$ cat src/rtl/usb_link_fsm.sv
// usb_link_fsm
// Link-layer transaction sequencer for the half-duplex USB-style link.
// Sequences token -> data -> handshake in both master and slave roles, drives
// the bus direction with a programmable turnaround gap, times out missing
// responses and keeps a DATA0/DATA1 toggle per endpoint.
//
// Optional build macro: USB_LINK_RETRY_EN
//   When defined, master-role failures (timeout or NAK) are absorbed silently
//   up to MAX_RETRY times so upstream can re-issue the token; the next failure
//   reports xfer_done and clears the count.
//
// state   | meaning
// --------+-----------------------------------------------------------------
// IDLE    | waiting for a token (tx token as master, rx token as slave)
// TOK     | master sending its token, waiting for tx eop
// TURN    | bus turnaround gap of delay_threshold+1 cycles, then turn_nxt
// TX_DATA | sending a data packet
// RX_DATA | receiving a data packet; response timer runs until rx sop
// TX_HS   | sending a handshake
// RX_HS   | waiting for a handshake; response timer runs
module usb_link_fsm #(
    parameter int TIMER_W   = 16,
    parameter int DELAY_W   = 6,
    parameter int NUM_EP    = 4,
    parameter int MAX_RETRY = 3,
    localparam int EP_W     = (NUM_EP > 1) ? $clog2(NUM_EP) : 1
) (
    input  logic               clk,
    input  logic               rst_n,
    input  logic               ms,
    input  logic [TIMER_W-1:0] time_threshold,
    input  logic [DELAY_W-1:0] delay_threshold,
    input  logic [EP_W-1:0]    ep_sel,
    input  logic               rx_pid_en,
    input  logic [3:0]         rx_pid,
    input  logic               rx_sop_en,
    input  logic               rx_lt_eop_en,
    input  logic               tx_con_pid_en,
    input  logic [3:0]         tx_con_pid,
    input  logic               tx_lp_eop_en,
    output logic               rx_data_on,
    output logic               rx_handshake_on,
    output logic               tx_data_on,
    output logic               tx_hs_on,
    output logic [3:0]         data_pid,
    output logic               d_oe,
    output logic               time_out,
    output logic               xfer_done,
    output logic [1:0]         hs_result
);

`ifdef USB_LINK_RETRY_EN
    localparam bit RETRY_EN = 1'b1;
`else
    localparam bit RETRY_EN = 1'b0;
`endif

    localparam int RC_W = (MAX_RETRY > 0) ? $clog2(MAX_RETRY + 1) : 1;

    localparam logic [3:0] PID_OUT   = 4'b0001;
    localparam logic [3:0] PID_IN    = 4'b1001;
    localparam logic [3:0] PID_SETUP = 4'b1101;
    localparam logic [3:0] PID_ACK   = 4'b0010;
    localparam logic [3:0] PID_NAK   = 4'b1010;
    localparam logic [3:0] PID_STALL = 4'b1110;
    localparam logic [3:0] PID_DATA0 = 4'b0011;
    localparam logic [3:0] PID_DATA1 = 4'b1011;

    localparam logic [1:0] HS_NONE  = 2'd0;
    localparam logic [1:0] HS_ACK   = 2'd1;
    localparam logic [1:0] HS_NAK   = 2'd2;
    localparam logic [1:0] HS_STALL = 2'd3;

    typedef enum logic [2:0] {
        S_IDLE, S_TOK, S_TURN, S_TX_DATA, S_RX_DATA, S_TX_HS, S_RX_HS
    } state_t;

    state_t             state;
    state_t             turn_nxt;
    logic               role;
    logic               is_in;
    logic               is_setup;
    logic [EP_W-1:0]    ep_reg;
    logic [NUM_EP-1:0]  toggle;
    logic [DELAY_W-1:0] turn_cnt;
    logic [TIMER_W-1:0] timer;
    logic               sop_seen;
    logic [3:0]         hs_tx;
    logic               quiet;
    logic [RC_W-1:0]    retry_cnt;

    logic [1:0]         rx_hs;
    logic [1:0]         tx_hs_code;
    logic [TIMER_W-1:0] timer_inc;
    logic               timer_run;
    logic               tmo_fire;
    logic               fail_quiet;

    function automatic logic [1:0] hs_code(input logic [3:0] pid);
        case (pid)
            PID_ACK:   return HS_ACK;
            PID_NAK:   return HS_NAK;
            PID_STALL: return HS_STALL;
            default:   return HS_NONE;
        endcase
    endfunction

    function automatic logic is_token(input logic [3:0] pid);
        return (pid == PID_OUT) || (pid == PID_IN) || (pid == PID_SETUP);
    endfunction

    assign rx_hs      = hs_code(rx_pid);
    assign tx_hs_code = hs_code(tx_con_pid_en ? tx_con_pid : hs_tx);
    assign timer_inc  = (timer == '1) ? timer : timer + TIMER_W'(1);
    // An arriving sop or valid handshake stops the timer in the same cycle,
    // so it always beats a coincident timeout.
    assign timer_run  = ((state == S_RX_DATA) && !sop_seen && !rx_sop_en) ||
                        ((state == S_RX_HS) && !(rx_pid_en && (rx_hs != HS_NONE)));
    assign tmo_fire   = timer_run && (time_threshold != '0) && (timer_inc == time_threshold);
    assign fail_quiet = RETRY_EN && role && (retry_cnt < RC_W'(MAX_RETRY));

    assign rx_data_on      = (state == S_RX_DATA);
    assign rx_handshake_on = (state == S_RX_HS);
    assign tx_data_on      = (state == S_TX_DATA);
    assign tx_hs_on        = (state == S_TX_HS);

    // Transaction sequencer, toggles, timers and registered status outputs.
    always_ff @(posedge clk) begin
        if (!rst_n) begin
            state     <= S_IDLE;
            turn_nxt  <= S_IDLE;
            role      <= 1'b0;
            is_in     <= 1'b0;
            is_setup  <= 1'b0;
            ep_reg    <= '0;
            toggle    <= '0;
            turn_cnt  <= '0;
            timer     <= '0;
            sop_seen  <= 1'b0;
            hs_tx     <= '0;
            quiet     <= 1'b0;
            retry_cnt <= '0;
            d_oe      <= ms;
            time_out  <= 1'b0;
            xfer_done <= 1'b0;
            hs_result <= HS_NONE;
            data_pid  <= '0;
        end else begin
            time_out  <= 1'b0;
            xfer_done <= 1'b0;
            data_pid  <= toggle[ep_sel] ? PID_DATA1 : PID_DATA0;
            if (timer_run) timer <= timer_inc;

            if (tmo_fire) begin
                state     <= S_IDLE;
                d_oe      <= ms;
                time_out  <= 1'b1;
                hs_result <= HS_NONE;
                xfer_done <= !fail_quiet;
                if (RETRY_EN) retry_cnt <= fail_quiet ? retry_cnt + RC_W'(1) : '0;
            end else begin
                case (state)
                    S_IDLE: begin
                        role  <= ms;
                        d_oe  <= ms;
                        quiet <= 1'b0;
                        if (ms) begin
                            if (tx_con_pid_en && is_token(tx_con_pid)) begin
                                is_in    <= (tx_con_pid == PID_IN);
                                is_setup <= (tx_con_pid == PID_SETUP);
                                ep_reg   <= ep_sel;
                                state    <= S_TOK;
                            end
                        end else if (rx_pid_en && is_token(rx_pid)) begin
                            is_in    <= (rx_pid == PID_IN);
                            is_setup <= (rx_pid == PID_SETUP);
                            ep_reg   <= ep_sel;
                            if (rx_pid == PID_IN) begin
                                state    <= S_TURN;
                                turn_nxt <= S_TX_DATA;
                                turn_cnt <= '0;
                            end else begin
                                state    <= S_RX_DATA;
                                timer    <= '0;
                                sop_seen <= 1'b0;
                            end
                        end
                    end
                    S_TOK: begin
                        if (tx_lp_eop_en) begin
                            if (is_in) begin
                                state    <= S_TURN;
                                turn_nxt <= S_RX_DATA;
                                turn_cnt <= '0;
                            end else begin
                                state <= S_TX_DATA;
                            end
                        end
                    end
                    S_TX_DATA: begin
                        if (tx_lp_eop_en) begin
                            state    <= S_TURN;
                            turn_nxt <= S_RX_HS;
                            turn_cnt <= '0;
                        end
                    end
                    S_TURN: begin
                        if (turn_cnt == delay_threshold) begin
                            state    <= turn_nxt;
                            timer    <= '0;
                            sop_seen <= 1'b0;
                            hs_tx    <= '0;
                            case (turn_nxt)
                                S_IDLE: begin
                                    d_oe      <= ms;
                                    xfer_done <= !quiet;
                                end
                                S_RX_DATA, S_RX_HS: d_oe <= 1'b0;
                                default:            d_oe <= 1'b1;
                            endcase
                        end else begin
                            turn_cnt <= turn_cnt + DELAY_W'(1);
                        end
                    end
                    S_RX_DATA: begin
                        if (rx_sop_en) sop_seen <= 1'b1;
                        if ((sop_seen || rx_sop_en) && rx_lt_eop_en) begin
                            state    <= S_TURN;
                            turn_nxt <= S_TX_HS;
                            turn_cnt <= '0;
                        end
                    end
                    S_TX_HS: begin
                        if (tx_con_pid_en) hs_tx <= tx_con_pid;
                        if (tx_lp_eop_en) begin
                            hs_result <= tx_hs_code;
                            if (tx_hs_code == HS_ACK) toggle[ep_reg] <= is_setup | ~toggle[ep_reg];
                            if (RETRY_EN && ((tx_hs_code == HS_ACK) || (tx_hs_code == HS_STALL)))
                                retry_cnt <= '0;
                            if (role) begin
                                state     <= S_IDLE;
                                d_oe      <= ms;
                                xfer_done <= 1'b1;
                            end else begin
                                state    <= S_TURN;
                                turn_nxt <= S_IDLE;
                                turn_cnt <= '0;
                                quiet    <= 1'b0;
                            end
                        end
                    end
                    S_RX_HS: begin
                        // Non-handshake PIDs are not responses and leave the wait running.
                        if (rx_pid_en && (rx_hs != HS_NONE)) begin
                            hs_result <= rx_hs;
                            if (rx_hs == HS_ACK) toggle[ep_reg] <= is_setup | ~toggle[ep_reg];
                            if (RETRY_EN)
                                retry_cnt <= ((rx_hs == HS_NAK) && fail_quiet) ?
                                             retry_cnt + RC_W'(1) : '0;
                            if (role) begin
                                state    <= S_TURN;
                                turn_nxt <= S_IDLE;
                                turn_cnt <= '0;
                                quiet    <= (rx_hs == HS_NAK) && fail_quiet;
                            end else begin
                                state     <= S_IDLE;
                                d_oe      <= ms;
                                xfer_done <= 1'b1;
                            end
                        end
                    end
                    default: state <= S_IDLE;
                endcase
            end
        end
    end

endmodule

$ cat config.mk
export PLATFORM = sky130hd
export DESIGN_NAME = usb_link_fsm
export DESIGN_NICKNAME = d
export VERILOG_FILES = /design/src/rtl/usb_link_fsm.sv
export SDC_FILE = /design/constraint.sdc
export NUM_CORES = 1
export LEC_CHECK = 0
export CORE_ASPECT_RATIO = 0.9
export CORE_MARGIN = 2
export CORE_UTILIZATION = 50
export DETAILED_ROUTE_END_ITERATION = 6
export GPL_TIMING_DRIVEN = 0
export PLACE_DENSITY = 0.83
export SYNTH_ARGS = -nofsm -noshare
export SYNTH_HDL_FRONTEND = slang
export SYNTH_SLANG_ARGS = --single-unit
$ cat constraint.sdc
create_clock -name clk -period 3.96 [get_ports clk]
set_clock_uncertainty 0.15 [all_clocks]
set_input_delay 0.792 -clock clk [delete_from_list [all_inputs] [get_ports clk]]
set_output_delay 0.792 -clock clk [all_outputs]
set_load 0.05 [all_outputs]
== Yosys cells after proc, flatten, opt, wreduce, memory -nomap -nowiden ==
Cells that the tools add are included.

* Equal/unequal tests: 51
* Multiplexer cells: 106
* Divide/modulo/power cells: 0
* Bitwise gates (word level): 4
* Shifts and indexed selects: 0
* $add $sub $neg: 2
* Magnitude comparators: 3
* Reductions and logical operators: 44
* Multiply operators: 0

{| class="wikitable"
|+ Operators with widths
! kind !! number
|-
| 16-bit two-way mux || 7
|-
| 6-bit two-way mux || 12
|-
| 3-bit two-way mux || 21
|-
| 6-bit one-hot mux with 7 select lines || 1
|-
| 1-bit two-way mux || 34
|-
| 4-bit == test (second input constant) || 8
|-
| 16-bit one-hot mux with 2 select lines || 1
|-
| 4-bit two-way mux || 7
|-
| 2-bit inequality test (second input constant) || 12
|-
| 3-bit one-hot mux with 7 select lines || 1
|-
| 3-bit one-hot mux with 6 select lines || 1
|-
| 6-bit AND reduction || 3
|-
| 16-bit by 1-bit adder with 16-bit output (second input constant) || 1
|-
| 16-bit == test || 1
|-
| 16-bit == test (second input constant) || 1
|-
| 4-bit one-hot mux with 2 select lines || 2
|-
| 16-bit nonzero test || 1
|-
| 3-bit == test (second input constant) || 5
|-
| 2-bit two-way mux || 7
|-
| 14-bit AND reduction || 1
|-
| 13-bit AND reduction || 1
|-
| 2-bit by 1-bit inequality test with 1-bit output (second input constant) || 6
|-
| 2-bit one-hot mux with 3 select lines || 2
|-
| 1-bit logical AND || 10
|-
| other kinds (36) || 64
|}

* RAM bits: 0
* Memories: 0
* Register bits: 52
* Bits in latches: 0
* Memory bits (read-only): 0
* Logic and storage cells: 227
* Bits of input ports: 40

== Logic depth before layout (Yosys ltp) ==
Gate-level depths: netlist of run 1.

* Word-level depth: 13
* Gate-level depth with buffers: 9
* Mapped depth without buffers: 9

== Least setup slack after synthesis of run 1 ==
No wires, ideal clock.

* Path kind: register -> register
* Start point: register timer[0]
* End point: register d_oe, enable pin
* Slack: 1.188 ns
* Required time: 3.521 ns
* Setup time: 0.289 ns
* Buffers on the path: 0
* Stages on the path, launching flop included: 9
* Arrival time: 2.334 ns
* Cells stage by stage: dfxtp_1 -> ha_1 -> nand3_1 -> nor4_4 -> mux2_2 -> nor4_1 -> nand4_1 -> nor4_4 -> a211o_2

* Cells in the longest elaborated chain, start to end: 6
* Elaborated cells on any way between the ends: 12
* Classes of those cells: add/sub: 1; eq/ne: 8; mux: 1; reduce/logical: 2

{| class="wikitable"
|+ RTL lines
! what !! RTL line !! source
|-
| start: declaration || 86 || <nowiki>logic [TIMER_W-1:0] timer;</nowiki>
|-
| start signal: assignment || 152 || <nowiki>if (timer_run) timer <= timer_inc;</nowiki>
|-
| 16-bit by 1-bit adder with 16-bit output or 16-bit == test (tied branches) || 114 || <nowiki>assign timer_inc = (timer == '1) ? timer : timer + TIMER_W'(1);</nowiki>
|-
| 16-bit two-way mux * || 114 ||
|-
| 16-bit == test * || 119 || <nowiki>assign tmo_fire = timer_run && (time_threshold != '0) && (timer_inc == time_threshold);</nowiki>
|-
| 1-bit logical AND * || 119 ||
|-
| 6-bit by 1-bit inequality test with 1-bit output (no source line), or another cell as far along || n/a ||
|-
| 6-bit AND reduction (no source line) * || n/a ||
|-
| end signal: assignment || 143 || <nowiki>d_oe <= ms;</nowiki>
|-
| end signal: assignment || 156 || <nowiki>d_oe <= ms;</nowiki>
|-
| end signal: assignment || 165 || <nowiki>d_oe <= ms;</nowiki>
|-
| end: declaration || 46 || <nowiki>output logic d_oe,</nowiki>
|}

Every way passes the cells marked *; elsewhere a longest branch is shown, timed or not.
A chain may end at the register's enable or synchronous reset.

== Worst setup path in the final report of run 1 ==
* Start point: register state[0]
* End point: output port tx_hs_on

* Cells in the longest elaborated chain, start to end: 1

{| class="wikitable"
|+ RTL lines
! what !! RTL line !! source
|-
| start: declaration || 78 || <nowiki>state_t state;</nowiki>
|-
| start signal: assignment || 209 || <nowiki>state <= turn_nxt;</nowiki>
|-
| 3-bit == test || 125 || <nowiki>assign tx_hs_on = (state == S_TX_HS);</nowiki>
|-
| end: declaration || 44 || <nowiki>output logic tx_hs_on,</nowiki>
|}

Every way passes these cells.

==> metrics.md, run 1 <==
| Metric | Value |
|---|---|
| Core area | `6690 um2` |
| Cell taking the most area after synthesis | `dfxtp_1` |
| CP arrival | `2.76 ns` |
| Synth top area share | `0.273` |
| Leak | `1.48 nW` |
| Die area | `7720 um2` |
| Seq/Total Area, Yosys | `0.282` |
| WHS | `0.328 ns` |
| Final Hold Viols | `0` |
| Port bufs | `50` |
| Rel. slew slack | `0.605` |
| Remaining global-route overflow | `0` |
| CTS tree | `built` |
| Commonest non-fill, non-tap cell in the layout | `nor2_1` |
| Critical path class | `reg -> out` |
| Crit. Startpoint | `state[0]` |
| Total negative slack | `0 ns` |
| Crit start category | `flop` |
| Initial core utilization | `0.525` |
| Post-synth EDFFs | `1` |
| Vias post-DR | `3553` |
| H-tree levels | `2` |
| Wire per inst | `15.6 um` |
| HP Start | `hs_tx[1]` |
| Most frequent cells in the layout | `nor2_1, clkdlybuf4s50_1, dfxtp_1` |
| # setup viols final | `0` |
| Clk_lat worst skew | `0.31 ns` |
| Final Cycle Share | `0.936` |
| Hold Crit Class | `reg -> reg` |
| Layout cells sized above 1 | `0.0817` |
| Vias per inst | `6.00` |
| Gpl congestion | `0.973` |
| Clock sink count | `49` |
| Placed cell count | `584` |
| Die H | `83.5 um` |
| Post-Syn Area | `3510 um2` |
| Crit-path cells | `clkbuf_1 -> nand2_1 -> nor2_1 -> clkdlybuf4s50_1` |
| Async SR Flop Fraction | `0` |
| TritonRoute pass-1 iters | `6` |
| PwrDens | `356 nW/um2` |
| Synth cell types | `72` |
| Overall Global Routing Usage | `0.241` |
| # resized after CTS | `0` |
| Pin count of the biggest net entering global routing | `16` |
| Drt total wl | `9.25 mm` |
| Largest regs | `timer (16), turn_cnt (6)` |
| Clk root buf | `clkbuf_8` |
| Final cell count without fillers | `592` |
| Initial antenna violation count | `0` |
| #FFs+latches synth | `49` |
| Vias in the first global route | `3205` |
| Hold Buf Count CTS | `0` |
| Post-Syn Instances | `444` |
| Status | `complete, no violations` |
| Max reg flops | `16` |
| CTS Buffer Depth | `2` |
| Synth area leaders | `dfxtp_1, nor2_1, xor2_1` |
| Mean Syn Cell Area | `7.92 um2` |
| Critical Path Sink Type | `output port` |
| Max-slew violations | `0` |
| Die Wd | `92.4 um` |
| DR iter-0 viols | `440` |
| Area growth, synth to finish | `20.2%` |
| CTS Buf Count | `5` |
| Slowest cell on the critical path | `clkdlybuf4s50_1` |
| Worst slew pin tran | `0.590 ns` |
| Largest stage delay, worst path | `0.92 ns` |
| Setup bufs post-CTS | `0` |
| First-pass GRT wire length | `15.3 mm` |
| Worst-path clk slew | `0.09 ns` |
| Core Rows | `28` |
| Post-detail-place hpwl | `7.05 mm` |
| Top-Level Pins | `53` |
| Crit path buf inv count | `2` |
| Largest reg by FF count | `timer` |
| Post-layout util | `0.631` |
| RSZ-0062 raised after global routing | `no` |
| Final Critical Period | `3.71 ns` |
| ANT nets after route | `0` |
| Required time of the critical path | `3.02 ns` |
| Ys Warns | `0` |
| Crit path max-delay family | `buffers and inverters` |
| R2r startpoint | `timer[0]` |
| DRC Markers | `0` |
| Nets@finish | `543` |
| CP Max Fanout | `10` |
| Synthesized net count | `486` |
| Fmax | `270 MHz` |
| Antenna diode count | `0` |
| Dominant synthesized flop cell | `dfxtp_1` |
| Max IR drop VDD | `193 uV` |
| MaxCap Viol Count | `0` |
synth_stat cells (all sizes together) (3+ instances only):
| master | count |
|---|---|
| a211oi | 3 |
| nor2b | 6 |
| and3 | 3 |
| nand3 | 25 |
| nand2 | 37 |
| xor2 | 18 |
| or3 | 5 |
| o221ai | 3 |
| a21oi | 25 |
| buf | 10 |
| o21bai | 3 |
| or2 | 3 |
| o21ai | 13 |
| nor2 | 55 |
| and2 | 5 |
| clkbuf | 18 |
| nor3 | 17 |
| nor3b | 3 |
| mux2i | 15 |
| nand4 | 9 |
| nor4 | 14 |
| nand2b | 16 |
| a31oi | 6 |
| inv | 12 |
| and4 | 3 |
| xnor2 | 17 |
| dfxtp | 48 |
| o211ai | 5 |
stage by stage:
step / area [um2] / power (mW) / worst slack (ns)
after CTS: 4220 / 1.50 / 0.331
after global routing: 4220 / 1.60 / 0.0904
after global placement: 4130 / 1.17 / 0.274
final: 4220 / 1.51 / 0.254
after floorplan: 3510 / 1.00 / 1.19
after detailed placement: 4130 / 1.19 / 0.139
worst min-delay path: stages (launching register included):
cell and delay (ns):
dfxtp_1 0.32, nand3_1 0.06, a21oi_1 0.06
cells by family (layout without fill, tap and decap cells):
kind of cell,after synthesis,count (layout),share of synthesized area
buffers and inverters,41,99,0.0716
adder cells (fa/ha/maj),2,2,0.00712
flip-flops,49,49,0.282
multiplexers,19,19,0.0619
AND/OR/NAND/NOR,210,210,0.322
XOR/XNOR,35,35,0.0872
AO/OA/AOI/OAI,87,87,0.167
other,1,1,0.00107
final timing paths:
kind	to	slack, ns	cells past startpoint
worst min register to register	hs_tx[1]	0.33	2
worst max-delay path	tx_hs_on	0.25	4
worst min-delay path	hs_tx[1]	0.33	2
worst max register to register	d_oe	0.57	8
power breakdown:
group | switching (mW) | internal [mW] | leakage (nW)
registers | 0.0526 | 0.541 | 0.399
logic | 0.366 | 0.233 | 1.03
clock network | 0.171 | 0.142 | 0.0512
total | 0.589 | 0.916 | 1.48
metal layers:
layer	up-vias	share of wire	wire length (um)	track usage
li1	1715	-	-	-
met2	160	0.43	3970	0.355
met3	16	0.072	663	0.0497
met4	0	0.015	143	0.0651
met5	-	0	0	0
met1	1662	0.48	4470	0.355
cell type report:
cell class / instances / area (um2)
inverters: 12 / 45.0
repair buffers: 50 / 500
multi-input cells: 354 / 2270
fillers: 573 / 2470
plain buffers: 29 / 206
well taps: 90 / 113
clock buffers: 6 / 82.6
clock inverters: 2 / 13.8
flip-flops and latches: 49 / 991
Power figures use the tool's default switching activity.
==> run 2, diff against run 1 <==
--- a/config.mk
+++ b/config.mk
@@ -8,6 +8,7 @@
 export CORE_ASPECT_RATIO = 0.9
 export CORE_MARGIN = 2
 export CORE_UTILIZATION = 50
+export CTS_BUF_LIST = sky130_fd_sc_hd__clkbuf_2
 export DETAILED_ROUTE_END_ITERATION = 6
 export GPL_TIMING_DRIVEN = 0
 export PLACE_DENSITY = 0.83
==> metrics.md, run 2 (synthesis gave the netlist of run 1 again) <==
| Metric | Value |
|---|---|
| Overall Global Routing Usage | `0.239` |
| Die H | `83.5 um` |
| Drt total wl | `9.29 mm` |
| Hold EP | `hs_tx[1]` |
| CTS tree | `built` |
| CTS Buffer Depth | `2` |
| Worst Reg-to-Reg Cells | `8` |
| Final Critical Period | `3.45 ns` |
| Sequential Power Share | `0.425` |
| Status | `complete, no violations` |
| Largest reg by FF count | `timer` |
| DRC Markers | `0` |
| Die Wd | `92.4 um` |
| NetSw | `583 uW` |
| Critical Path Sink Type | `output port` |
| CTS Buf Count | `5` |
| Final Hold Viols | `0` |
| Most frequent cells in the layout | `nor2_1, clkdlybuf4s50_1, dfxtp_1` |
| Layout cells sized above 1 | `0.0797` |
| Vias in the first global route | `3224` |
| Vias per inst | `6.08` |
| Critical path class | `reg -> out` |
| Internal power | `818 uW` |
| Total power | `1.40 mW` |
| Hold Buf Count CTS | `0` |
| Setup slack, reg-to-reg | `0.55 ns` |
| Worst slew pin tran | `0.603 ns` |
| Total negative slack | `0 ns` |
| Antenna diode count | `0` |
| Largest regs | `timer (16), turn_cnt (6)` |
| Final cell count without fillers | `592` |
| Clk root buf | `clkbuf_2` |
| Worst reg2reg endpoint | `d_oe` |
| Leak | `1.47 nW` |
| ANT nets after route | `0` |
| Placed cell count | `584` |
| Initial core utilization | `0.525` |
| Max-slew violations | `0` |
| Hold depth | `2` |
| Core area | `6690 um2` |
| Hold Crit Class | `reg -> reg` |
| Port bufs | `50` |
| First-pass GRT wire length | `15.2 mm` |
| R2r startpoint | `timer[0]` |
| Post-DP Area | `4130 um2` |
| Rel. slew slack | `0.598` |
| Pin count of the biggest net entering global routing | `16` |
| Worst-path clk slew | `0.26 ns` |
| Gpl congestion | `0.973` |
| Clock sink count | `49` |
| Top-Level Pins | `53` |
| Initial antenna violation count | `0` |
| Crit start category | `flop` |
| Setup bufs post-CTS | `0` |
| Fillers | `578` |
| HP Start | `hs_tx[1]` |
| Area growth, synth to finish | `18.7%` |
| Sw Share | `0.416` |
| Nets@finish | `543` |
| Max IR drop VDD | `186 uV` |
| H-tree levels | `2` |
| Remaining global-route overflow | `0` |
| Final WS setup | `0.514 ns` |
| MaxCap Viol Count | `0` |
| Commonest non-fill, non-tap cell in the layout | `nor2_1` |
| CP Max Fanout | `10` |
| Max reg flops | `16` |
| Vias post-DR | `3600` |
| CP arrival | `2.50 ns` |
| Worst slack at placement | `0.139 ns` |
| Required time of the critical path | `3.02 ns` |
| Post-detail-place hpwl | `7.05 mm` |
| # setup viols final | `0` |
| Core Rows | `28` |
| Fmax | `290 MHz` |
| Clock network power share | `0.146` |
| Final instance area | `4170 um2` |
| # resized after CTS | `0` |
| Clk_lat worst skew | `0.42 ns` |
| DR iter-0 viols | `366` |
| Final Cycle Share | `0.870` |
| TritonRoute pass-1 iters | `5` |
| Combinational share of power | `0.429` |
| PwrDens | `336 nW/um2` |
| RSZ-0062 raised after global routing | `no` |
| Wire per inst | `15.7 um` |
| Die area | `7720 um2` |
-- run 2: cell types whose count changed in the layout (fill, tap and decap cells not counted) --
| cell | delta |
|---|---|
| clkbuf_2 | +5 |
| clkbuf_8 | -6 |
| clkinv_1 | +1 |
| clkdlybuf4s50_1 | -1 |
| dlymetal6s2s_1 | +1 |
-- run 2: worst max-delay path: stages (launching register included) --
cell	delay, ns
dfxtp_1	0.51
clkbuf_1	0.40
nand2_1	0.18
nor2_1	0.48
dlymetal6s2s_1	0.50
-- run 2: power by group through the flow --
stage,clock network (mW),logic [mW],registers [mW]
2_1_floorplan,0,0.394,0.611
3_3_place_gp,0,0.573,0.601
3_5_place_dp,0,0.584,0.604
4_1_cts,0.208,0.587,0.594
5_1_grt,0.231,0.654,0.605
6_report,0.205,0.601,0.595
-- run 2: final cells by class --
class,instances,area [um2],share of cell area
multi-input cells,354,2270,0.545
flip-flops and latches,49,991,0.237
repair buffers,50,503,0.121
plain buffers,29,206,0.0495
well taps,90,113,0.0270
inverters,12,45.0,0.0108
clock buffers,5,25.0,0.00600
clock inverters,3,17.5,0.00420
-- run 2: worst max path at each step --
stage,startpoint,end,slack [ns],cells after the start
4_1_cts,state[0],tx_hs_on,0.17,4
3_3_place_gp,rx_pid[3],turn_cnt[2],0.27,9
6_report,state[0],tx_hs_on,0.51,4
5_1_grt,rx_pid[1],turn_cnt[3],0.29,9
3_5_place_dp,rx_pid[1],turn_cnt[3],0.14,9
2_1_floorplan,timer[0],d_oe,1.19,8
-- run 2: layer usage --
metal  share of wire  GRT usage  vias to the layer above
li1                -          -                     1716
met1            0.49      0.352                     1674
met2            0.43      0.357                      192
met3           0.074     0.0397                       18
met4           0.014     0.0665                        0
met5               0          0                        -
-- run 2: metrics by stage --
step | utilization | hold slack (ns)
after CTS | 0.623 | 0.345
after global placement | 0.617 | 0.308
after detailed placement | 0.617 | 0.318
final | 0.624 | 0.340
after floorplan | - | 0.291
after global routing | 0.624 | 0.358
